<file path="src/rtl/canny_sched_if.sv">
// Signal bundle between the Canny sequencer and the edge-detection datapath.
// The master side is the sequencer. The slave side is the datapath and frame source.
interface canny_sched_if;
    logic       load_end;
    logic       stall;
    logic       wr_en;
    logic [4:0] wr_row;
    logic [1:0] wr_grp;
    logic [1:0] pass_id;
    logic       win_en;
    logic [4:0] win_row;
    logic [4:0] win_col;
    logic       buf_swap;
    logic       readable;
    logic       done;

    modport master (
        input  load_end, stall,
        output wr_en, wr_row, wr_grp, pass_id, win_en, win_row, win_col,
               buf_swap, readable, done
    );

    modport slave (
        output load_end, stall,
        input  wr_en, wr_row, wr_grp, pass_id, win_en, win_row, win_col,
               buf_swap, readable, done
    );
endinterface

</file>
<file path="src/rtl/canny_sched_ctrl.sv">
// Top-level sequencer for the edge-detection datapath.
// It tracks the frame load, then walks four 3x3 window passes over the image
// interior. A ping-pong buffer swap separates each pass from the next.
module canny_sched_ctrl #(
    parameter int IMG_W     = 20,
    parameter int IMG_H     = 20,
    parameter int N_PASS    = 4,
    parameter int STAGE_LAT = 2
) (
    input  logic          clk,
    input  logic          reset,
    canny_sched_if.master bus
);
    localparam int GRPS  = IMG_W / 5;
    localparam int N_GRP = GRPS * IMG_H;

    typedef enum logic [2:0] {
        S_LOAD,
        S_PASS,
        S_DRAIN,
        S_SWAP,
        S_DONE
    } state_t;

    state_t               state_reg;
    logic                 wr_en_reg;
    logic [6:0]           load_cnt_reg;
    logic [4:0]           wr_row_reg;
    logic [1:0]           wr_grp_reg;
    logic [1:0]           pass_reg;
    logic [4:0]           row_reg;
    logic [4:0]           col_reg;
    logic [2:0]           drain_reg;
    logic [STAGE_LAT-1:0] rd_pipe_reg;
    logic                 issue;

    // Stall takes effect in the cycle it is asserted.
    // A window is therefore issued only while PASS is active and stall is low.
    assign issue = (state_reg == S_PASS) && !bus.stall;

    // Main sequencer: load tracking, window walk, drain countdown, swap and done.
    always_ff @(posedge clk or negedge reset) begin
        if (!reset) begin
            state_reg    <= S_LOAD;
            wr_en_reg    <= 1'b0;
            load_cnt_reg <= '0;
            wr_row_reg   <= '0;
            wr_grp_reg   <= '0;
            pass_reg     <= '0;
            row_reg      <= '0;
            col_reg      <= '0;
            drain_reg    <= '0;
        end else begin
            case (state_reg)
                S_LOAD: begin
                    if (!wr_en_reg) begin
                        // First cycle after reset: present group 0.
                        wr_en_reg <= 1'b1;
                    end else if (bus.load_end || load_cnt_reg == 7'(N_GRP - 1)) begin
                        // The group shown in this cycle is the last one written.
                        wr_en_reg <= 1'b0;
                        state_reg <= S_PASS;
                        row_reg   <= 5'd1;
                        col_reg   <= 5'd1;
                    end else begin
                        load_cnt_reg <= load_cnt_reg + 7'd1;
                        if (wr_grp_reg == 2'(GRPS - 1)) begin
                            wr_grp_reg <= '0;
                            wr_row_reg <= wr_row_reg + 5'd1;
                        end else begin
                            wr_grp_reg <= wr_grp_reg + 2'd1;
                        end
                    end
                end
                S_PASS: begin
                    if (!bus.stall) begin
                        if (col_reg == 5'(IMG_W - 2)) begin
                            col_reg <= 5'd1;
                            if (row_reg == 5'(IMG_H - 2)) begin
                                state_reg <= S_DRAIN;
                                drain_reg <= '0;
                            end else begin
                                row_reg <= row_reg + 5'd1;
                            end
                        end else begin
                            col_reg <= col_reg + 5'd1;
                        end
                    end
                end
                S_DRAIN: begin
                    // Let the last window flush through the stage pipeline before the swap.
                    if (drain_reg == 3'(STAGE_LAT - 1)) begin
                        state_reg <= S_SWAP;
                    end else begin
                        drain_reg <= drain_reg + 3'd1;
                    end
                end
                S_SWAP: begin
                    if (pass_reg == 2'(N_PASS - 1)) begin
                        state_reg <= S_DONE;
                    end else begin
                        pass_reg  <= pass_reg + 2'd1;
                        row_reg   <= 5'd1;
                        col_reg   <= 5'd1;
                        state_reg <= S_PASS;
                    end
                end
                S_DONE: begin
                    state_reg <= S_DONE;
                end
                default: begin
                    state_reg <= S_LOAD;
                end
            endcase
        end
    end

    // Delay line from window issue to the final-pass result.
    // It always shifts, so a stall bubble shows up as a gap in readable.
    genvar gi;
    generate
        for (gi = 0; gi < STAGE_LAT; gi = gi + 1) begin : g_rd_pipe
            if (gi == 0) begin : g_head
                // Stage 0 captures issues made in the final pass.
                always_ff @(posedge clk or negedge reset) begin
                    if (!reset) rd_pipe_reg[0] <= 1'b0;
                    else        rd_pipe_reg[0] <= issue && (pass_reg == 2'(N_PASS - 1));
                end
            end else begin : g_tail
                // Later stages forward the previous stage.
                always_ff @(posedge clk or negedge reset) begin
                    if (!reset) rd_pipe_reg[gi] <= 1'b0;
                    else        rd_pipe_reg[gi] <= rd_pipe_reg[gi-1];
                end
            end
        end
    endgenerate

    assign bus.wr_en    = wr_en_reg;
    assign bus.wr_row   = wr_row_reg;
    assign bus.wr_grp   = wr_grp_reg;
    assign bus.pass_id  = pass_reg;
    assign bus.win_en   = issue;
    assign bus.win_row  = row_reg;
    assign bus.win_col  = col_reg;
    assign bus.buf_swap = (state_reg == S_SWAP);
    assign bus.done     = (state_reg == S_DONE);
    assign bus.readable = rd_pipe_reg[STAGE_LAT-1];
endmodule

</file>
<file path="src/flat_wrapper.sv">
// flat-port wrapper written by rule: the top's interface ports become plain ports
module canny_sched_ctrl_flat 
#(
    parameter int IMG_W     = 20,
    parameter int IMG_H     = 20,
    parameter int N_PASS    = 4,
    parameter int STAGE_LAT = 2
)
  (clk, reset, bus_load_end, bus_stall, bus_wr_en, bus_wr_row, bus_wr_grp, bus_pass_id, bus_win_en, bus_win_row, bus_win_col, bus_buf_swap, bus_readable, bus_done);
  canny_sched_if bus_i ();
  input  logic clk;
  input  logic reset;
  input wire logic [$bits(bus_i.load_end)-1:0] bus_load_end;
  input wire logic [$bits(bus_i.stall)-1:0] bus_stall;
  output wire logic [$bits(bus_i.wr_en)-1:0] bus_wr_en;
  output wire logic [$bits(bus_i.wr_row)-1:0] bus_wr_row;
  output wire logic [$bits(bus_i.wr_grp)-1:0] bus_wr_grp;
  output wire logic [$bits(bus_i.pass_id)-1:0] bus_pass_id;
  output wire logic [$bits(bus_i.win_en)-1:0] bus_win_en;
  output wire logic [$bits(bus_i.win_row)-1:0] bus_win_row;
  output wire logic [$bits(bus_i.win_col)-1:0] bus_win_col;
  output wire logic [$bits(bus_i.buf_swap)-1:0] bus_buf_swap;
  output wire logic [$bits(bus_i.readable)-1:0] bus_readable;
  output wire logic [$bits(bus_i.done)-1:0] bus_done;
  assign bus_i.load_end = bus_load_end;
  assign bus_i.stall = bus_stall;
  assign bus_wr_en = bus_i.wr_en;
  assign bus_wr_row = bus_i.wr_row;
  assign bus_wr_grp = bus_i.wr_grp;
  assign bus_pass_id = bus_i.pass_id;
  assign bus_win_en = bus_i.win_en;
  assign bus_win_row = bus_i.win_row;
  assign bus_win_col = bus_i.win_col;
  assign bus_buf_swap = bus_i.buf_swap;
  assign bus_readable = bus_i.readable;
  assign bus_done = bus_i.done;
  canny_sched_ctrl #(.IMG_W(IMG_W), .IMG_H(IMG_H), .N_PASS(N_PASS), .STAGE_LAT(STAGE_LAT)) u_core (.clk(clk), .reset(reset), .bus(bus_i));
endmodule
</file>
<file path="config.mk">
export PLATFORM = sky130hd
export DESIGN_NAME = canny_sched_ctrl_flat
export DESIGN_NICKNAME = d
export VERILOG_FILES = /design/src/rtl/canny_sched_if.sv /design/src/rtl/canny_sched_ctrl.sv /design/src/flat_wrapper.sv
export SDC_FILE = /design/constraint.sdc
export NUM_CORES = 1
export LEC_CHECK = 0
export ABC_AREA = 1
export ABC_CLOCK_PERIOD_IN_PS = 1900
export BUFFER_PORTS_ARGS = -buffer_cell sky130_fd_sc_hd__buf_2
export CORE_MARGIN = 5
export CORE_UTILIZATION = 50
export CTS_CLUSTER_DIAMETER = 100
export DETAILED_ROUTE_END_ITERATION = 6
export PLACE_DENSITY = 0.7
export RECOVER_POWER = 25
export SLEW_MARGIN = 20
export SYNTH_ARGS = -nofsm -noshare
export SYNTH_HDL_FRONTEND = slang
export SYNTH_SLANG_ARGS = --single-unit
</file>
<file path="constraint.sdc">
create_clock -name clk -period 1.9 [get_ports clk]
set_input_delay 0.38 -clock clk [delete_from_list [all_inputs] [get_ports clk]]
set_output_delay 0.38 -clock clk [all_outputs]
set_load 0.05 [all_outputs]
</file>
==> Yosys cells after proc, flatten, opt, wreduce, memory -nomap -nowiden <==
Cells that the tools add are included.
{ "op_classes": {"add_sub_neg": 7, "n_eq_ne": 19, "muxes": 26, "reduce_logical": 14, "bitwise": 2} }
{ "op_table": {"columns": ["op", "count"], "rows": [
  ["$mux 5", 8],
  ["$mux 3", 11],
  ["$pmux 5 s3", 2],
  ["$add 5x1->5 const B", 3],
  ["$pmux 3 s5", 1],
  ["$ne 2x2->1 const B", 6],
  ["$eq 5x5->1 const B", 2],
  ["$reduce_and 5->1", 2],
  ["$add 7x1->7 const B", 1],
  ["$eq 7x7->1 const B", 1],
  ["$reduce_and 7->1", 1],
  ["$eq 3x1->1 const B", 2],
  ["$eq 3x2->1 const B", 2],
  ["$ne 2x1->1 const B", 3],
  ["$pmux 3 s2", 1],
  ["$reduce_and 6->1", 1],
  ["$add 2x1->2 const B", 2],
  ["$eq 2x2->1 const B", 2],
  ["$reduce_and 4->1", 1],
  ["$add 3x1->3 const B", 1],
  ["$eq 3x3->1 const B", 1],
  ["$logic_not 3->1", 1],
  ["$reduce_and 3->1", 1],
  ["$reduce_bool 3->1", 1],
  ["other kinds (8)", 11]
]} }
{ "word_totals": {"reg_bits": 35, "out_inout_bits": 24, "input_bits": 4, "elab_cells": 79} }

==> Longest topological paths before layout <==
Gate-level depths: netlist of the first run.
{ "depth": {"depth_word": 5, "ltp_mapped": 11, "mapped_depth_nobuf": 11} }

==> Least setup slack after synthesis of the first run <==
OpenSTA, ideal clock, no wires.
{ "synth_path": {"kind": "register to register", "start": "register u_core.state_reg[2]", "end": "register u_core.pass_reg[1] (netlist: u_core.bus.pass_id[1])", "stages_incl_launch_ff": 4, "setup_ns": 0.128, "arrival_time_ns": 1.787, "path_slack_ns": -0.014, "period_less_slack_ns": 1.914, "required_time_ns": 1.772, "n_path_buf": 0, "cell_sequence": "dfrtp_1 nor3_2 nand2_1 mux2_1"} }
{ "synth_via": {"elab_chain_cells": 2} }
{ "synth_lines": {"columns": ["item", "line_no", "text"], "rows": [
  ["start, declared", "canny_sched_ctrl.sv:25", "state_t state_reg;"],
  ["start signal, assigned", "canny_sched_ctrl.sv:44", "state_reg <= S_LOAD;"],
  ["start signal, assigned", "canny_sched_ctrl.sv:62", "state_reg <= S_PASS;"],
  ["start signal, assigned", "canny_sched_ctrl.sv:80", "state_reg <= S_DRAIN;"],
  ["$eq 3x2->1", null, null],
  ["named net bus_buf_swap", "flat_wrapper.sv:22", "output wire logic [$bits(bus_i.buf_swap)-1:0] bus_buf_swap;"],
  ["$reduce_and 2->1 (no line)", null, null],
  ["end signal, assigned", "canny_sched_ctrl.sv:102", "pass_reg <= pass_reg + 2'd1;"],
  ["end, declared", "canny_sched_ctrl.sv:30", "logic [1:0] pass_reg;"]
]} }
The timed path passes the listed nets, and every way through them passes these cells.
A chain may end at the register's enable or synchronous reset.

==> Worst setup path after layout of the first run <==
{ "layout_path": {"start": "register u_core.state_reg[0]", "end": "output port bus_done"} }
{ "layout_via": {"elab_chain_cells": 1} }
{ "layout_lines": {"columns": ["item", "line_no", "text"], "rows": [
  ["$eq 3x3->1", "canny_sched_ctrl.sv:147", "assign bus.done = (state_reg == S_DONE);"],
  ["end, declared", "flat_wrapper.sv:24", "output wire logic [$bits(bus_i.done)-1:0] bus_done;"]
]} }
No other way between the ends.

==> run summary, run 1 <==
* **total of buffers placed on input and output ports** 27
* **root cell of the clock tree** clkbuf_8
* **number of violations of the max-capacitance limit** 0
* **Filler Cell Count** 387
* **Pwr per Cell Area** 920 nW/um^2
* **combined buffer and inverter count along the critical path** 2
* **leakage power figure** 1.28 nW
* **Setup violations, final** 0
* **Unique masters post-synth** 30
* **Critical Path, Cell by Cell** nor2_4, inv_1, nor2_1, buf_2
* **die outline area** 5610 um^2
* **Worst-Margin Slew** 0.858 ns
* **DRC Markers** 0
* **Mapped Avg Cell Area** 8.23 um^2
* **count of antenna-violating nets left after detailed routing** 0
* **Area growth, synth to finish** 16.1%
* **worst slew slack as a fraction of its limit** 42.8%
* **cell type of the slowest stage on the worst timing path** dfrtp_2
* **post-route minimum period** 1.77 ns
* **VDD IR-drop max** 0.000739 V
* **Sink Count** 35
* **number of nets at the end of the flow** 304
* **cell family with the largest share of critical-path delay** flip-flops
* **number of flip-flops under the largest register name** 7
* **synthesized netlist cell count** 256
* **Horiz. Die Dim** 74.9 um
* **category of the worst setup path launch point** register
* **global placement routability congestion** 0.807
* **die extent in y** 74.9 um
* **post-synthesis instance area** 2110 um^2
* **DRT Wirelength** 3.95 mm
* **setup repair after global routing missed its margin** no
* **all-layer global routing usage** 17.1%
* **Clock Skews** 0.00704 ns
* **number of buffers added for setup after CTS** 0
* **Avg Vias per Cell** 4.82
* **Worst setup EP type** output port
* **most used cells in the layout excluding fill and tap cells** 80 x nand2_1, 33 x dfrtp_1, 26 x buf_2, 25 x inv_1, 23 x nor2_1
* **fraction of layout instances using a drive strength above 1** 23.4%
* **Synthesis Warnings** 0
* **sum of negative setup slack** 0 ns
* **count of pins over their slew limit** 0
* **maximum level of the CTS H-tree** 2
* **Crit Path Category** register to output port
* **result of the run** finished clean
* **core region area** 4030 um^2
* **Yosys reg bits** 35
* **final hold viol count** 0
* **portion of the post-synthesis area used by sequential elements** 41.6%
* **crit path DAT** 1.39 ns
* **number of diodes added for antenna fixing** 0
* **largest buffer count on any clock path** 2
* **CTS tree** done
* **Clock Pin Slew Worst Setup and Hold Paths** 0.08 ns
* **number of global-route vias before repair** 1646
* **maximum number of pins on one net before global-route repair** 36
* **Crit path largest cell delay** 0.50 ns
* **worst-case hold slack** 0.271 ns
* **share of the cycle needed by the critical path after routing** 93.3%
* **IO Pins** 28
* **global-route wire length before repair** 7.35 mm
* **Initial DRC Count** 73
* **GRT Residual Overflow** 0
* **wire length per cell** 11.6 um
* **number of buffers created by CTS** 5
* **Max Freq** 564 MHz
* **post-layout util** 60.7%
* **initial cell density of the core** 52.3%
* **maximum fanout along the worst path** 7
* **clock network latency to the later pin of the worst-skew pair** 0.29 ns
* **vias** 1645
* **detailed-placement wirelength estimate** 2.97 mm
* **kind of path behind the tightest hold check** primary input to asynchronous set/reset pin
* **most common library cell in the layout ignoring fill and taps** nand2_1
* **antenna violations before repair** 0
* **net count of the mapped netlist** 270
* **Std-Cell Rows** 23
* **iteration count of the initial detailed-routing pass** 4
* **required time at the worst-slack endpoint** 1.52 ns
power by group:
| group | switching [mW] | internal (mW) |
|---|---|---|
| clock | 0.281 | 0.523 |
| sequential | 0.0927 | 0.808 |
| combinational | 0.387 | 0.157 |
| total | 0.761 | 1.49 |
worst paths after layout:
path                            slack (ns)                                end                               from  cells past startpoint
worst max-delay path                  0.13                           bus_done    u_core.state_reg[0]$_DFFE_PN0P_                      4
worst min-delay path                  0.27      u_core.bus.readable$_DFF_PN0_                              reset                      2
worst max register to register        0.31  u_core.bus.win_row[4]$_DFFE_PN0P_  u_core.bus.win_col[0]$_DFFE_PN0P_                     11
worst min register to register        0.35      u_core.bus.readable$_DFF_PN0_    u_core.rd_pipe_reg[0]$_DFF_PN0_                      0
max in group asynchronous             1.03    u_core.state_reg[0]$_DFFE_PN0P_                              reset                      2
min in group clk                      0.29    u_core.rd_pipe_reg[0]$_DFF_PN0_                          bus_stall                      2
through the flow:
| step | power, mW | cell area, um^2 | setup slack (ns) | cells |
|---|---|---|---|---|
| floorplan | 1.33 | 2110 | 0.102 | 256 |
| detailed placement | 1.47 | 2310 | 0.306 | 333 |
| finish | 2.25 | 2440 | 0.127 | 341 |
| global placement | 1.46 | 2310 | 0.330 | 333 |
| global route | 2.39 | 2440 | 0.00889 | 341 |
| CTS | 2.29 | 2440 | 0.0282 | 341 |
worst register-to-register path, cell delays in order (launching register included):
cell	delay, ns
dfrtp_1	0.44
inv_1	0.09
ha_1	0.15
nand2_1	0.06
inv_1	0.05
nand2_1	0.09
nand2_4	0.13
nand2_1	0.06
nor2_1	0.09
nand3_1	0.18
nand2_1	0.10
nand2_1	0.05
Yosys cell counts (all sizes together):
cell type  count  area, um^2
a21oi          4        20.0
buf            2        18.8
clkinv         1        3.75
dfrtp         35         876
ha            10         125
inv           30         115
mux2           1        11.3
nand2         87         359
nand3         20         135
nand3b         1        7.51
nand4          4        37.5
nor2          32         173
nor3           4        36.3
o21ai          8        40.0
o21bai         1        7.51
xnor2          8        70.1
xor2           8        70.1
kinds of logic after synthesis:
kind of cell | share of synthesized area, %
and+or+nand+nor | 35.5
muxes | 0.535
AOI/OAI and AO/OA | 3.21
xor gates and xnor gates | 6.66
buffers and inverters | 6.54
DFF | 41.6
adders and majority gates | 5.94
final cells by class:
cell class,instances,area (um^2),share of cell area (%)
repair buffers,29,150,6.14
well taps,50,62.6,2.56
clock buffers,5,68.8,2.81
clock inverters,3,67.6,2.76
multi-input cells,188,1100,44.9
inverters,31,119,4.86
flip-flops and latches,35,878,35.9
routing by layer:
layer	GRT usage, %	share of wire [%]	vias up
met5	0	0	-
met4	6.13	1.6	0
met3	4.41	4.6	10
met2	26.6	46	30
met1	23.2	48	735
li1	-	-	870
repair_timing:
item / in CTS / in global routing
hold buffers: 0 / 0
setup endpoints to repair: 1 / 3
gates resized for setup: 1 / 2
Power figures use the tool's default switching activity.
==> run 2: changes to the inputs <==
REMOVE_ABC_BUFFERS = 1   (was default)
==> run summary, run 2 (synthesis results as in run 1) <==
* **number of violations of the max-capacitance limit** 0, unchanged
* **Initial DRC Count** 105, +44%
* **fraction of layout instances using a drive strength above 1** 22.7%, -0.69 points
* **Critical Path, Cell by Cell** nor2_4, inv_1, nor2_1, buf_2
* **global-route wire length before repair** 6.86 mm, -6.7%
* **GRT Residual Overflow** 0, unchanged
* **number of buffers created by CTS** 5, unchanged
* **all-layer global routing usage** 15.7%, -1.5 points
* **clock network latency to the later pin of the worst-skew pair** 0.28 ns, about the same
* **Worst-Margin Slew** 0.877 ns, +0.0188 ns
* **Horiz. Die Dim** 74.9 um, unchanged
* **count of antenna-violating nets left after detailed routing** 0, unchanged
* **initial cell density of the core** 52.3%, unchanged
* **count of pins over their slew limit** 0, unchanged
* **worst-case hold slack** 0.289 ns, +0.0184 ns
* **wire length per cell** 11.4 um, -1.1%
* **maximum level of the CTS H-tree** 2, unchanged
* **number of global-route vias before repair** 1530, -7.0%
* **count of hold buffers inserted by post-cts repair** 0, unchanged
* **Worst setup EP type** output port
* **post-layout util** 59.2%, -1.5 points
* **kind of path behind the tightest hold check** primary input to asynchronous set/reset pin
* **Placed Cells** 333, unchanged
* **DRT Wirelength** 3.90 mm, -1.1%
* **Filler Cell Count** 377, -2.6%
* **setup repair after global routing missed its margin** no
* **post-route minimum period** 1.83 ns, +0.0599 ns
* **result of the run** finished clean
* **detailed-placement wirelength estimate** 2.90 mm, -2.4%
* **post-cts repair resize count** 0, -1
* **overall power after layout** 1.95 mW, -13%
* **Crit Path Category** register to output port
* **die outline area** 5610 um^2, unchanged
* **worst slew slack as a fraction of its limit** 41.5%, -1.3 points
* **DRC Markers** 0, unchanged
* **number of buffers added for setup after CTS** 0, unchanged
* **required time at the worst-slack endpoint** 1.52 ns, about the same
* **vias** 1651, +0.36%
* **Clock Skews** 0.00385 ns, -0.00319 ns
* **maximum number of pins on one net before global-route repair** 36, unchanged
* **Clock Pin Slew Worst Setup and Hold Paths** 0.07 ns, about the same
* **sum of negative setup slack** 0 ns, unchanged
* **die extent in y** 74.9 um, unchanged
* **crit path DAT** 1.45 ns, +0.06 ns
* **global placement routability congestion** 0.841, +4.2%
* **Area growth, synth to finish** 13.2%
* **Max Freq** 545 MHz, -3.3%
* **Avg Vias per Cell** 4.84, +0.36%
* **root cell of the clock tree** clkbuf_8
* **number of nets at the end of the flow** 304, unchanged
* **category of the worst setup path launch point** register
* **non-filler instance count after layout** 341, unchanged
* **most common library cell in the layout ignoring fill and taps** nand2_1
* **maximum fanout along the worst path** 7, unchanged
* **largest buffer count on any clock path** 2, unchanged
* **storage element area** 878 um^2, unchanged
* **number of diodes added for antenna fixing** 0, unchanged
* **IO Pins** 28, unchanged
* **core region area** 4030 um^2, unchanged
* **VDD IR-drop max** 0.000607 V, -18%
* **cell type of the slowest stage on the worst timing path** dfrtp_2
* **most used cells in the layout excluding fill and tap cells** 80 x nand2_1, 33 x dfrtp_1, 26 x buf_2, 25 x inv_1, 23 x nor2_1
* **Sink Count** 35, unchanged
* **leakage power figure** 1.27 nW, -1.3%
* **Pwr per Cell Area** 820 nW/um^2, -11%
* **final hold viol count** 0, unchanged
* **iteration count of the initial detailed-routing pass** 4, unchanged
* **Setup violations, final** 0, unchanged
* **Std-Cell Rows** 23, unchanged
* **number of flip-flops under the largest register name** 7, unchanged
* **Crit path largest cell delay** 0.50 ns, about the same
* **total of buffers placed on input and output ports** 27, unchanged
* **CTS tree** done
* **share of the cycle needed by the critical path after routing** 96.5%, +3.2 points
* **area taken by multi-input logic gates** 1090 um^2, -0.57%
* **antenna violations before repair** 0, unchanged
-- run 2: cell count changes in the layout (fill, tap and decap cells not counted) --
cell / before / now
buf_4: 2 / 1
bufinv_16: 2 / 0
clkbuf_1: 0 / 2
clkbuf_4: 0 / 1
clkinv_2: 0 / 1
clkinvlp_4: 1 / 0
nor3_2: 0 / 1
nor3_4: 2 / 1
-- run 2: where the power goes --
part           total [mW]  internal, mW  switching, mW
logic               0.545         0.157          0.388
clock network       0.507         0.257          0.250
registers           0.902         0.808         0.0942
total                1.95          1.22          0.732
-- run 2: per-stage QoR --
step / setup WS [ns] / area, um^2
after floorplan: -0.123 / 2090
after global placement: 0.320 / 2300
after detailed placement: 0.302 / 2300
after CTS: 0.00312 / 2380
after global routing: 0.00715 / 2380
final: 0.0668 / 2380
-- run 2: final cells by class --
type	instances	area share, %
sequential	35	36.9
multi-input combinational	188	45.8
clock inverter	1	0.210
clock buffer	7	3.20
timing repair buffer	29	6.30
inverter	31	4.99
tap	50	2.62
-- run 2: worst paths after layout --
kind	cells after the start	end	slack (ns)	start
min in group clk	2	u_core.rd_pipe_reg[0]$_DFF_PN0_	0.29	bus_stall
max reg2reg	10	u_core.bus.wr_row[0]$_DFFE_PN0P_	0.31	u_core.load_cnt_reg[0]$_DFFE_PN0P_
max in group asynchronous	2	u_core.state_reg[0]$_DFFE_PN0P_	1.02	reset
min reg2reg	0	u_core.bus.readable$_DFF_PN0_	0.35	u_core.rd_pipe_reg[0]$_DFF_PN0_
min	2	u_core.load_cnt_reg[5]$_DFFE_PN0P_	0.29	reset
max	4	bus_done	0.07	u_core.state_reg[0]$_DFFE_PN0P_
-- run 2: critical path: cells and delay by family, from the launching register on --
kind	cells	cell delay (ns)
buffers and inverters	2	0.35
flip-flops	1	0.50
AND/OR/NAND/NOR	2	0.32
-- run 2: layer usage --
metal	global-route usage (%)	wire, um	up-vias
met5	0	0	-
met4	3.56	36	0
met3	4.01	160	5
met2	25.0	1810	22
met1	21.5	1890	758
li1	-	-	866
